[src/rtl/uart_receiver.sv]
// uart_receiver: 8E1 UART receive path with 16x oversampling.
// Frame: start(0), 8 data bits LSB first, even parity, stop(1).
// Optional build macro: UART_RX_MAJORITY_EN -- when defined, each bit is the
// 2-of-3 vote of the samples at tick counts 7, 8 and 9 (decision at tick 9);
// otherwise each bit is the single sample at tick count 8.
module uart_receiver #(
  parameter int CLK_HZ = 50_000_000
) (
  input  logic       clk,
  input  logic       reset,
  input  logic [2:0] baud_select,
  input  logic       Rx_EN,
  input  logic       RxD,
  output logic [7:0] Rx_DATA,
  output logic       Rx_VALID,
  output logic       Rx_PERROR,
  output logic       Rx_FERROR,
  output logic       Rx_BUSY
);

  // Slowest rate (300 baud) has the largest divisor and sizes the counter.
  localparam int DIV_MAX = (CLK_HZ + 8 * 300) / (16 * 300);
  localparam int CW      = (DIV_MAX > 1) ? $clog2(DIV_MAX) : 1;
  localparam int BAUD_TAB [8] = '{300, 1200, 4800, 9600, 19200, 38400, 57600, 115200};

  // Decision points of the per-bit tick counter. In START the counter runs
  // from the detecting tick, so the Nth tick after detection sees count N-1.
  // In the later states the counter is cleared at the start decision and
  // wraps every 16 ticks, so every bit is decided at count 15.
`ifdef UART_RX_MAJORITY_EN
  localparam logic [3:0] START_DEC = 4'd8;
`else
  localparam logic [3:0] START_DEC = 4'd7;
`endif
  localparam logic [3:0] BIT_DEC = 4'd15;

  typedef enum logic [2:0] {
    S_IDLE   = 3'd0,
    S_START  = 3'd1,
    S_DATA   = 3'd2,
    S_PARITY = 3'd3,
    S_STOP   = 3'd4
  } state_t;

  // Divisor limit table (DIV-1), rounded to nearest.
  logic [CW-1:0] lim_tab [8];
  for (genvar gi = 0; gi < 8; gi++) begin : g_lim
    assign lim_tab[gi] = CW'((CLK_HZ + 8 * BAUD_TAB[gi]) / (16 * BAUD_TAB[gi]) - 1);
  end

  logic [CW-1:0] div_lim;
  logic [CW-1:0] div_cnt_q;
  logic [2:0]    baud_q;
  logic          baud_change;
  logic          tick;

  assign div_lim     = lim_tab[baud_select];
  assign baud_change = (baud_select != baud_q);
  assign tick        = (div_cnt_q == div_lim) && !baud_change;

  // 16x tick generator; restarts from zero whenever the rate changes.
  always_ff @(posedge clk) begin
    baud_q <= baud_select;
    if (reset || baud_change || tick) begin
      div_cnt_q <= '0;
    end else begin
      div_cnt_q <= div_cnt_q + 1'b1;
    end
  end

  logic sync1_q;
  logic sync2_q;
  logic rx_s;

  // Two-flop synchronizer for the asynchronous line, idling high.
  always_ff @(posedge clk) begin
    if (reset) begin
      sync1_q <= 1'b1;
      sync2_q <= 1'b1;
    end else begin
      sync1_q <= RxD;
      sync2_q <= sync1_q;
    end
  end
  assign rx_s = sync2_q;

  state_t      state_q, state_d;
  logic        armed_q, armed_d;
  logic [3:0]  tick_cnt_q, tick_cnt_d;
  logic [2:0]  bit_idx_q, bit_idx_d;
  logic [7:0]  shift_q, shift_d;
  logic        pe_pending_q, pe_pending_d;
  logic [7:0]  data_q, data_d;
  logic        valid_q, valid_d;
  logic        perr_q, perr_d;
  logic        ferr_q, ferr_d;

  logic [3:0]  dec_cnt;
  logic        decide;
  logic        bit_val;

  assign dec_cnt = (state_q == S_START) ? START_DEC : BIT_DEC;
  assign decide  = tick && (tick_cnt_q == dec_cnt);

`ifdef UART_RX_MAJORITY_EN
  logic s_a_q;
  logic s_b_q;

  // Capture the two samples preceding the decision tick for the vote.
  always_ff @(posedge clk) begin
    if (reset) begin
      s_a_q <= 1'b1;
      s_b_q <= 1'b1;
    end else if (tick) begin
      if (tick_cnt_q == dec_cnt - 4'd2) s_a_q <= rx_s;
      if (tick_cnt_q == dec_cnt - 4'd1) s_b_q <= rx_s;
    end
  end
  assign bit_val = (s_a_q & s_b_q) | (s_a_q & rx_s) | (s_b_q & rx_s);
`else
  assign bit_val = rx_s;
`endif

  // State register plus frame datapath and registered host outputs.
  always_ff @(posedge clk) begin
    if (reset) begin
      state_q      <= S_IDLE;
      armed_q      <= 1'b0;
      tick_cnt_q   <= '0;
      bit_idx_q    <= '0;
      shift_q      <= '0;
      pe_pending_q <= 1'b0;
      data_q       <= '0;
      valid_q      <= 1'b0;
      perr_q       <= 1'b0;
      ferr_q       <= 1'b0;
    end else begin
      state_q      <= state_d;
      armed_q      <= armed_d;
      tick_cnt_q   <= tick_cnt_d;
      bit_idx_q    <= bit_idx_d;
      shift_q      <= shift_d;
      pe_pending_q <= pe_pending_d;
      data_q       <= data_d;
      valid_q      <= valid_d;
      perr_q       <= perr_d;
      ferr_q       <= ferr_d;
    end
  end

  // Next-state logic: everything advances only on ticks; disable wins.
  always_comb begin
    state_d      = state_q;
    armed_d      = armed_q;
    tick_cnt_d   = tick_cnt_q;
    bit_idx_d    = bit_idx_q;
    shift_d      = shift_q;
    pe_pending_d = pe_pending_q;
    if (!Rx_EN) begin
      state_d    = S_IDLE;
      armed_d    = 1'b0;
      tick_cnt_d = '0;
      bit_idx_d  = '0;
    end else if (tick) begin
      tick_cnt_d = tick_cnt_q + 4'd1;
      case (state_q)
        S_IDLE: begin
          tick_cnt_d = '0;
          if (!armed_q) begin
            armed_d = rx_s;
          end else if (!rx_s) begin
            state_d = S_START;
            armed_d = 1'b0;
          end
        end
        S_START: begin
          if (decide) begin
            tick_cnt_d = '0;
            if (!bit_val) begin
              state_d      = S_DATA;
              bit_idx_d    = '0;
              pe_pending_d = 1'b0;
            end else begin
              state_d = S_IDLE;
            end
          end
        end
        S_DATA: begin
          if (decide) begin
            shift_d[bit_idx_q] = bit_val;
            bit_idx_d          = bit_idx_q + 3'd1;
            if (bit_idx_q == 3'd7) state_d = S_PARITY;
          end
        end
        S_PARITY: begin
          if (decide) begin
            pe_pending_d = bit_val ^ (^shift_q);
            state_d      = S_STOP;
          end
        end
        S_STOP: begin
          if (decide) state_d = S_IDLE;
        end
        default: state_d = S_IDLE;
      endcase
    end
  end

  // Output logic: flags clear on a confirmed start, latch at the stop sample.
  always_comb begin
    data_d  = data_q;
    valid_d = 1'b0;
    perr_d  = perr_q;
    ferr_d  = ferr_q;
    if (Rx_EN && decide) begin
      if (state_q == S_START && !bit_val) begin
        perr_d = 1'b0;
        ferr_d = 1'b0;
      end
      if (state_q == S_STOP) begin
        data_d  = shift_q;
        ferr_d  = !bit_val;
        perr_d  = pe_pending_q;
        valid_d = bit_val && !pe_pending_q;
      end
    end
  end

  assign Rx_DATA   = data_q;
  assign Rx_VALID  = valid_q;
  assign Rx_PERROR = perr_q;
  assign Rx_FERROR = ferr_q;
  assign Rx_BUSY   = (state_q != S_IDLE);

endmodule

[config.mk]
export PLATFORM = sky130hd
export DESIGN_NAME = uart_receiver
export DESIGN_NICKNAME = d
export VERILOG_FILES = /design/src/rtl/uart_receiver.sv
export SDC_FILE = /design/constraint.sdc
export NUM_CORES = 1
export LEC_CHECK = 0
export CAP_MARGIN = 40
export CORE_AREA = 5 5 90 92
export CTS_BUF_LIST = sky130_fd_sc_hd__clkbuf_2 sky130_fd_sc_hd__clkbuf_4 sky130_fd_sc_hd__clkbuf_8
export DETAILED_ROUTE_END_ITERATION = 12
export DIE_AREA = 0 0 95 97
export DONT_BUFFER_PORTS = 1
export PLACE_DENSITY = 0.56
export SYNTH_ARGS = -nofsm -noshare
export SYNTH_HDL_FRONTEND = slang
export SYNTH_SLANG_ARGS = --single-unit
[constraint.sdc]
create_clock -name clk -period 2.5 [get_ports clk]
set_clock_uncertainty 0.05 [all_clocks]
set_input_delay 0.125 -clock clk [delete_from_list [all_inputs] [get_ports clk]]
set_output_delay 0.125 -clock clk [all_outputs]
set_load 0.1 [all_outputs]
# --- Yosys cells after proc, flatten, opt, wreduce, memory -nomap -nowiden ---
# Memories as Yosys holds them, arrays and structs flattened.
# Cells that the tools add are included.
# Widths: inputs -> output; s select.
classes:
  n_eq_ne: 16
  n_mux: 30
  n_addsub: 3
  reduce_logical: 26
  n_bitwise: 5
  n_lt_le_gt_ge: 3
ops:
  columns: ["op", "n"]
  rows:
  - ["$mux 3", 10]
  - ["$mux 14", 2]
  - ["$ne 2x2->1 const B", 8]
  - ["$pmux 3 s5", 1]
  - ["$add 14x1->14 const B", 1]
  - ["$eq 14x14->1", 1]
  - ["$mux 1", 9]
  - ["$bwmux 8", 1]
  - ["$mux 4", 2]
  - ["$pmux 4 s2", 1]
  - ["$reduce_and 8->1", 1]
  - ["$reduce_xor 8->1", 1]
  - ["$eq 3x2->1 const B", 2]
  - ["$eq 3x3->1 const B", 2]
  - ["$logic_and 1x1->1", 6]
  - ["$pmux 3 s2", 1]
  - ["$reduce_and 2->1", 3]
  - ["$reduce_and 6->1", 1]
  - ["$reduce_bool 2->1", 3]
  - ["$reduce_and 5->1", 1]
  - ["$add 4x1->4 const B", 1]
  - ["$eq 4x4->1", 1]
  - ["$ge 4x4->1 const B", 1]
  - ["$lt 3x4->1 const B", 1]
  - ["17 further kinds", 22]
word_totals:
  register_bits: 50
  output_inout_bits: 12
  wordCells: 98
  inputBits: 7
  n_memories: 1
  rom_bits: 112
memory_table:
  columns: ["name", "depth", "word_bits", "rd", "rd_ports_with_merged_regs", "write_ports", "line_no", "rtl"]
  rows:
  - ["(no name shown)", 8, 14, 1, 0, 0, "57", "assign div_lim = lim_tab[baud_select];"]

# --- Depth between registers and ports, before layout ---
# Gate-level depths: netlist of run 1.
depth:
  ltp_word: 10
  mapped_depth: 11
  ltp_nobuf: 8

# --- Least setup slack after synthesis of run 1 ---
# Ideal clock, no wire load.
synth_timing:
  path_type: "input to register"
  start: "in baud_select[0]"
  end: "reg tick_cnt_q[3]"
  t_required_ns: 2.366
  path_slack_ns: 0.079
  arrival_time_ns: 2.287
  n_path_buf: 2
  setup_ns: 0.084
  stages: 10
  path_cell_list: "clkbuf_1 inv_1 ha_1 nor2b_1 a2111oi_2 o211a_1 nand2_2 buf_6 or4_1 o31ai_2"
synth_via:
  elab_chain_cells: 9
  word_cells_on_any_way: 11
  cone_classes: "eq/ne (2); mux (4); bitwise (1); reduce/logical (3); memory (1)"
synth_lines:
  columns: ["element", "line_no", "rtl"]
  rows:
  - ["start, declared", "11", "input logic [2:0] baud_select,"]
  - ["$not 3->4 (implied by the code)", "57", null]
  - ["$mem_v2 8x14", null, null]
  - ["$mux 14 (implied by the code) (2 in a row)", "57", null]
  - ["$eq 14x14->1", "59", "assign tick = (div_cnt_q == div_lim) && !baud_change;"]
  - ["$logic_and 1x1->1 (*)", "59", null]
  - ["$logic_and 1x1->1", "103", "assign decide = tick && (tick_cnt_q == dec_cnt);"]
  - ["$mux 4", "177", "if (decide) begin"]
  - ["$pmux 4 s2", "166", "case (state_q)"]
  - ["end signal, assigned", "140", "tick_cnt_q <= tick_cnt_d;"]
  - ["end, declared", "89", "logic [3:0] tick_cnt_q, tick_cnt_d;"]
# Every way passes the cells marked *; elsewhere a longest branch is shown, timed or not. The select of a mux whose other input is x is not followed.
# A chain may end at the register's enable or synchronous reset.

# --- Worst setup path in the final report of run 1 ---
layout_timing:
  start: "reg div_cnt_q[9]"
  end: "reg state_q[0]"
layout_via:
  elab_chain_cells: 5
  word_cells_on_any_way: 8
  cone_classes: "eq/ne (5); reduce/logical (3)"
layout_lines:
  columns: ["element", "line_no", "rtl"]
  rows:
  - ["start, declared", "52", "logic [CW-1:0] div_cnt_q;"]
  - ["start signal, assigned", "67", "div_cnt_q <= div_cnt_q + 1'b1;"]
  - ["$eq 14x14->1 (*)", "59", null]
  - ["$logic_and 1x1->1 (*)", "59", null]
  - ["$logic_and 1x1->1", "103", null]
  - ["$ne 2x2->1 (no source line)", null, null]
  - ["$reduce_and 8->1 (no source line) (*)", null, null]
  - ["end signal, assigned", "138", "state_q <= state_d;"]
  - ["end, declared", "87", "state_t state_q, state_d;"]
# Every way passes the cells marked *; elsewhere a longest branch is shown, timed or not.

==> results.sh, run 1 <==
export IMPL_status="completed"
export IMPL_postCtsHoldBufs=6
export IMPL_remaining_drc_errors=0
export IMPL_cts_root_buf="clkbuf_8"
export IMPL_drive_above_1_share_pct=11.4
export IMPL_synth_seq_cells=50
export IMPL_grt_overflow=0
export IMPL_maxSlewViolCount=0
export IMPL_worstSetupEndpointType="flip-flop"
export IMPL_antenna_found_initial=0
export IMPL_max_freq_mhz=451
export IMPL_hold_viol_final=0
export IMPL_post_route_worst_setup_slack_ns=0.283
export IMPL_synth_nets=344
export IMPL_yosysMostFrequentCell="dfxtp_1"
export IMPL_ant_nets=0
export IMPL_track_usage_pct=13.8
export IMPL_cts_resized_gates=0
export IMPL_port_buffers=0
export IMPL_crit_family="compound AO/OA/AOI/OAI gates"
export IMPL_fp_dieH_um=97
export IMPL_synth_flop_cell="dfxtp_1"
export IMPL_totalNegativeSetupSlack_ns=0
export IMPL_max_stage_delay_ns=0.47
export IMPL_hold_path_class="in2reg"
export IMPL_ys_warn_count=0
export IMPL_clk_pin_slew_ns=0.10
export IMPL_cts_tree="yes"
export IMPL_synthTopCellsByArea="dfxtp_1, mux2i_1, xnor2_1"
export IMPL_die_area_mm2=0.00922
export IMPL_syn_area_per_cell_um2=8.54
export IMPL_vias=2290
export IMPL_num_rows=31
export IMPL_synth_cells=328
export IMPL_yosysTopAreaCellShare_pct=35.7
export IMPL_synth_common_cells="dfxtp_1, nor2_1, nand3_1, xnor2_1"
export IMPL_critPathBufInv=2
export IMPL_diodes=0
export IMPL_first_iter_violations=152
export IMPL_worst_slew_pin_slew_ns=0.593
export IMPL_synth_async_sr_flop_share_pct=0
export IMPL_grt_pass1_vias=2170
export IMPL_grt_pass1_wl_um=10400
export IMPL_p_per_area_mw_per_mm2=472
export IMPL_cp_max_fo=12
export IMPL_synth_seq_area_share_pct=35.7
export IMPL_timing_final_crit_share_pct=88.7
export IMPL_netlist_top_cell_by_area="dfxtp_1"
export IMPL_clkLatencyLatePin_ns=0.31
export IMPL_period_needed_ns=2.22
export IMPL_routed_wl_um=6080
export IMPL_die_x_um=95
export IMPL_cts_setup_buffers=0
export IMPL_crit_type="reg2reg"
export IMPL_cpMaxStageDelayCell="a2111oi_2"
export IMPL_vias_per_cell=5.20
export IMPL_boundaryPins=19
export IMPL_setup_viol=0
export IMPL_numCtsBuffers=5
export IMPL_coreArea_mm2=0.00714
export IMPL_cts_sinks=50
export IMPL_syn2layout_area_growth_pct=13.0
export IMPL_worstPathRequired_ns=2.69
export IMPL_initial_utilization_pct=39.2
export IMPL_hold_worst_slack_ns=0.0394
export IMPL_p_leak_nw=1.17
export IMPL_nets=356
export IMPL_synth_edf_count=0
export IMPL_synth_cell_types=48
export IMPL_grt_start_max_net_pins=22
export IMPL_worstPathCellList="inv_1 > a221o_1 > a211oi_2 > nand3_1 > buf_4 > a2111oi_2 > mux2i_1"
export IMPL_gp_congestion=0.918
export IMPL_max_cap_viol_count=0
export IMPL_syn_cell_area_mm2=0.00280
export IMPL_htreeDepth=2
export IMPL_slew_limit_headroom_pct=60.4
export IMPL_dr_pass1_iters=6
export IMPL_ctsLongestPathBuffers=2
export IMPL_ir_drop_mv=0.266
export IMPL_wire_per_inst_um=13.8
export IMPL_dp_slack_ns=0.183
export IMPL_rsz0062_at_grt="no"
export IMPL_cp_arrival_ns=2.41
export IMPL_dp_hpwl_um=4350
export IMPL_startpoint_type="flip-flop"
==> where the power goes <==
| group | leakage, nW | internal [mW] | switching, mW | total [mW] |
|---|---|---|---|---|
| logic | 0.705 | 0.0455 | 0.0549 | 0.100 |
| clock network | 0.0585 | 0.300 | 0.287 | 0.587 |
| registers | 0.404 | 0.801 | 0.00505 | 0.806 |
| total | 1.17 | 1.15 | 0.347 | 1.49 |
==> per-layer routing <==
| metal | vias up | routed length (um) | track usage, % |
|---|---|---|---|
| li1 | 1161 | - | - |
| met1 | 1085 | 3080 | 20.1 |
| met2 | 38 | 2750 | 20.6 |
| met3 | 6 | 193 | 2.87 |
| met4 | 0 | 59 | 3.55 |
| met5 | - | 0 | 0 |
==> worst reg2reg max path, stage by stage, from the launching register on <==
cell	delay [ns]
dfxtp_1	0.43
inv_1	0.09
a221o_1	0.31
a211oi_2	0.26
nand3_1	0.11
buf_4	0.20
a2111oi_2	0.48
mux2i_1	0.24
==> kinds of logic after synthesis <==
| kind of cell | count (synthesis) | share of synthesized area (%) |
|---|---|---|
| AO/OA/AOI/OAI | 33 | 9.25 |
| XOR/XNOR | 33 | 10.3 |
| adder cells (fa/ha/maj) | 9 | 4.02 |
| buffers and inverters | 31 | 4.65 |
| flip-flops | 50 | 35.7 |
| multiplexers | 24 | 8.58 |
| AND/OR/NAND/NOR | 148 | 27.4 |
==> per-stage QoR <==
step	power (mW)	cell area [um^2]	utilization, %	instances
floorplan	0.903	2800	-	328
global placement	0.912	2980	41.7	425
detailed placement	0.913	2990	41.9	426
CTS	1.52	3170	44.4	440
global route	1.55	3170	44.4	440
finish	1.49	3170	44.4	440
==> sequential cells by signal (all words and copies together), names as in the netlist <==
| name | count |
|---|---|
| baud_q | 3 |
| Rx_PERROR | 1 |
| state_q | 3 |
| shift_q | 8 |
| Rx_FERROR | 1 |
| armed_q | 1 |
| Rx_DATA | 8 |
| Rx_VALID | 1 |
| sync1_q | 1 |
| pe_pending_q | 1 |
| div_cnt_q | 14 |
| tick_cnt_q | 4 |
| bit_val | 1 |
| bit_idx_q | 3 |
==> area by class of cell <==
type,count,area [um^2]
clock inverter,3,43.8
multi-input combinational,247,1670
fill,745,3970
sequential,50,1000
timing repair buffer,27,225
clock buffer,5,68.8
inverter,9,33.8
tap,99,124
==> layout by cell type, fill, tap and decap left out, types with 3 or more instances in the layout <==
| master | synthesis | routed |
|---|---|---|
| dfxtp_1 | 50 | 50 |
| nor2_1 | 29 | 29 |
| xnor2_1 | 25 | 25 |
| nand3_1 | 25 | 25 |
| nand2_1 | 24 | 24 |
| mux2i_1 | 24 | 24 |
| nand2b_1 | 23 | 23 |
| buf_4 | 0 | 20 |
| nor3_1 | 11 | 11 |
| ha_1 | 9 | 9 |
| inv_1 | 8 | 8 |
| a21oi_1 | 8 | 8 |
| xor2_1 | 8 | 8 |
| nor4_1 | 6 | 6 |
| dlygate4sd3_1 | 0 | 6 |
| and3_1 | 5 | 5 |
| clkbuf_8 | 0 | 5 |
| nor2b_1 | 4 | 4 |
| or3_1 | 4 | 4 |
| nand4b_1 | 3 | 3 |
| nand3b_1 | 3 | 3 |
==> final timing paths <==
kind                                   start      endpoint  slack (ns)  cells after the start
worst max-delay path            div_cnt_q[9]    state_q[0]        0.28                      7
worst min-delay path                   Rx_EN  pe_pending_q        0.04                      2
worst max register to register  div_cnt_q[9]    state_q[0]        0.28                      7
worst min register to register       sync1_q       bit_val        0.37                      1
Power figures use the tool's default switching activity.
==> inputs of run 2 (changes only) <==
- SETUP_SLACK_MARGIN: not set -> 0.5
==> run 2 against run 1 <==
Effect of this change:
- worst hold slack got worse by 0.0020 ns
- register-to-register slack improved by 0.28 ns
- clock power is 5.3% higher
- cell count increased by 3.0%
==> results.sh, run 2 (same netlist as run 1, synthesis figures left out) <==
export IMPL_ctsLongestPathBuffers=2
export IMPL_numPlacedInstances=425
export IMPL_max_freq_mhz=517
export IMPL_antenna_found_initial=0
export IMPL_crit_type="reg2reg"
export IMPL_p_int_mw=1.19
export IMPL_coreArea_mm2=0.00714
export IMPL_cp_max_fo=7
export IMPL_instances_no_fill=453
export IMPL_maxSlewViolCount=0
export IMPL_worst_slew_pin_slew_ns=0.580
export IMPL_ant_nets=0
export IMPL_worstSetupEndpointType="flip-flop"
export IMPL_syn2layout_area_growth_pct=23.1
export IMPL_p_per_area_mw_per_mm2=449
export IMPL_cts_root_buf="clkbuf_8"
export IMPL_dp_hpwl_um=4380
export IMPL_num_rows=31
export IMPL_ir_drop_mv=0.347
export IMPL_r2r_cells=8
export IMPL_grt_start_max_net_pins=22
export IMPL_hold_path_class="in2reg"
export IMPL_cp_arrival_ns=2.12
export IMPL_hold_end="Rx_PERROR"
export IMPL_wire_per_inst_um=14.0
export IMPL_setup_viol=0
export IMPL_hp_start="reset"
export IMPL_dr_pass1_iters=4
export IMPL_pwr_share_clk_pct=39.9
export IMPL_cts_tree="yes"
export IMPL_rsz0062_at_grt="yes"
export IMPL_most_common_layout_cells="dfxtp_1, buf_4, nor2_1, nand3_1"
export IMPL_power_switching_mw=0.359
export IMPL_fp_dieH_um=97
export IMPL_comb_power_share_pct=8.2
export IMPL_worstPathRequired_ns=2.69
export IMPL_post_route_worst_setup_slack_ns=0.567
export IMPL_startpoint_type="flip-flop"
export IMPL_vias=2299
export IMPL_totalNegativeSetupSlack_ns=0
export IMPL_die_x_um=95
export IMPL_period_needed_ns=1.93
export IMPL_r2r_start="div_cnt_q[3]"
export IMPL_max_cap_viol_count=0
export IMPL_cts_sinks=50
export IMPL_regMostFlops="div_cnt_q"
export IMPL_port_buffers=0
export IMPL_gp_congestion=0.896
export IMPL_timing_final_crit_share_pct=77.3
export IMPL_drive_above_1_share_pct=22.0
export IMPL_swShare_pct=23.2
export IMPL_p_leak_nw=1.29
export IMPL_vias_per_cell=5.08
export IMPL_routed_wl_um=6330
export IMPL_grt_overflow=0
export IMPL_htreeDepth=2
export IMPL_slew_limit_headroom_pct=61.2
export IMPL_initial_utilization_pct=39.2
export IMPL_grt_pass1_vias=2299
export IMPL_hold_worst_slack_ns=0.0373
export IMPL_power_share_sequential_pct=51.9
export IMPL_clkLatencyLatePin_ns=0.30
export IMPL_hold_viol_final=0
export IMPL_grt_pass1_wl_um=11000
export IMPL_clk_pin_slew_ns=0.10
export IMPL_dp_slack_ns=0.223
export IMPL_status="completed"
export IMPL_die_area_mm2=0.00922
export IMPL_numCtsBuffers=5
export IMPL_nets=369
export IMPL_remaining_drc_errors=0
export IMPL_r2r_slack_ns=0.57
export IMPL_first_iter_violations=157
export IMPL_largest_reg_flops=14
export IMPL_finalPower_mw=1.55
export IMPL_mostFrequentLayoutCell="dfxtp_1"
export IMPL_boundaryPins=19
export IMPL_diodes=0
export IMPL_hold_depth=2
export IMPL_r2r_end="shift_q[0]"
export IMPL_track_usage_pct=14.6
==> run 2: layout make-up <==
type,instances,area (um^2)
Inverter,9,36.3
Sequential cell,50,1020
Tap cell,99,124
Clock buffer,6,82.6
Multi-Input combinational cell,247,1820
Fill cell,697,3690
Clock inverter,2,38.8
Timing Repair Buffer,40,330
==> run 2: metal layers <==
layer	up-vias	track usage, %	part of all wire (%)
met3	9	2.87	3.8
met4	0	4.55	1.4
met5	-	0	0
met2	40	22.4	46
met1	1068	20.4	49
li1	1182	-	-
==> run 2: stage by stage <==
stage / instance area (um^2) / util (%)
after floorplan: 2860 / -
after detailed placement: 3020 / 42.4
after global routing: 3450 / 48.3
final: 3450 / 48.3
after CTS: 3330 / 46.6
after global placement: 3010 / 42.1
==> run 2: worst max path at each step <==
stage / start / end / slack [ns] / depth (start not counted)
CTS: div_cnt_q[2] / state_q[0] / 0.46 / 7
detailed placement: baud_select[0] / state_q[0] / 0.22 / 7
global route: div_cnt_q[2] / shift_q[5] / 0.43 / 8
global placement: div_cnt_q[2] / state_q[1] / 0.33 / 7
floorplan: baud_select[0] / tick_cnt_q[3] / 0.50 / 9
finish: div_cnt_q[3] / shift_q[0] / 0.57 / 8
==> run 2: power groups by stage <==
stage / clock network [mW] / logic (mW) / registers (mW)
finish: 0.618 / 0.127 / 0.804
global route: 0.684 / 0.138 / 0.805
CTS: 0.649 / 0.112 / 0.804
detailed placement: 0 / 0.0928 / 0.824
global placement: 0 / 0.0914 / 0.825
floorplan: 0 / 0.0896 / 0.822
==> run 2: repair_timing <==
| item | CTS | global route |
|---|---|---|
| setup buffers | 8 | 6 |
| gates resized for setup | 14 | 19 |
| hold buffers | 6 | 0 |
| hold endpoints to repair | 24 | 0 |
| pin swaps | 4 | 8 |
| setup endpoints to repair | 35 | 26 |
==> run 2: worst max-delay path, cell delays in order, from the launching register on <==
cell	delay, ns
dfxtp_1	0.45
mux2i_1	0.13
xnor2_1	0.16
a211oi_2	0.19
nand3_1	0.12
buf_6	0.16
buf_4	0.13
nor4_4	0.27
mux2i_1	0.20
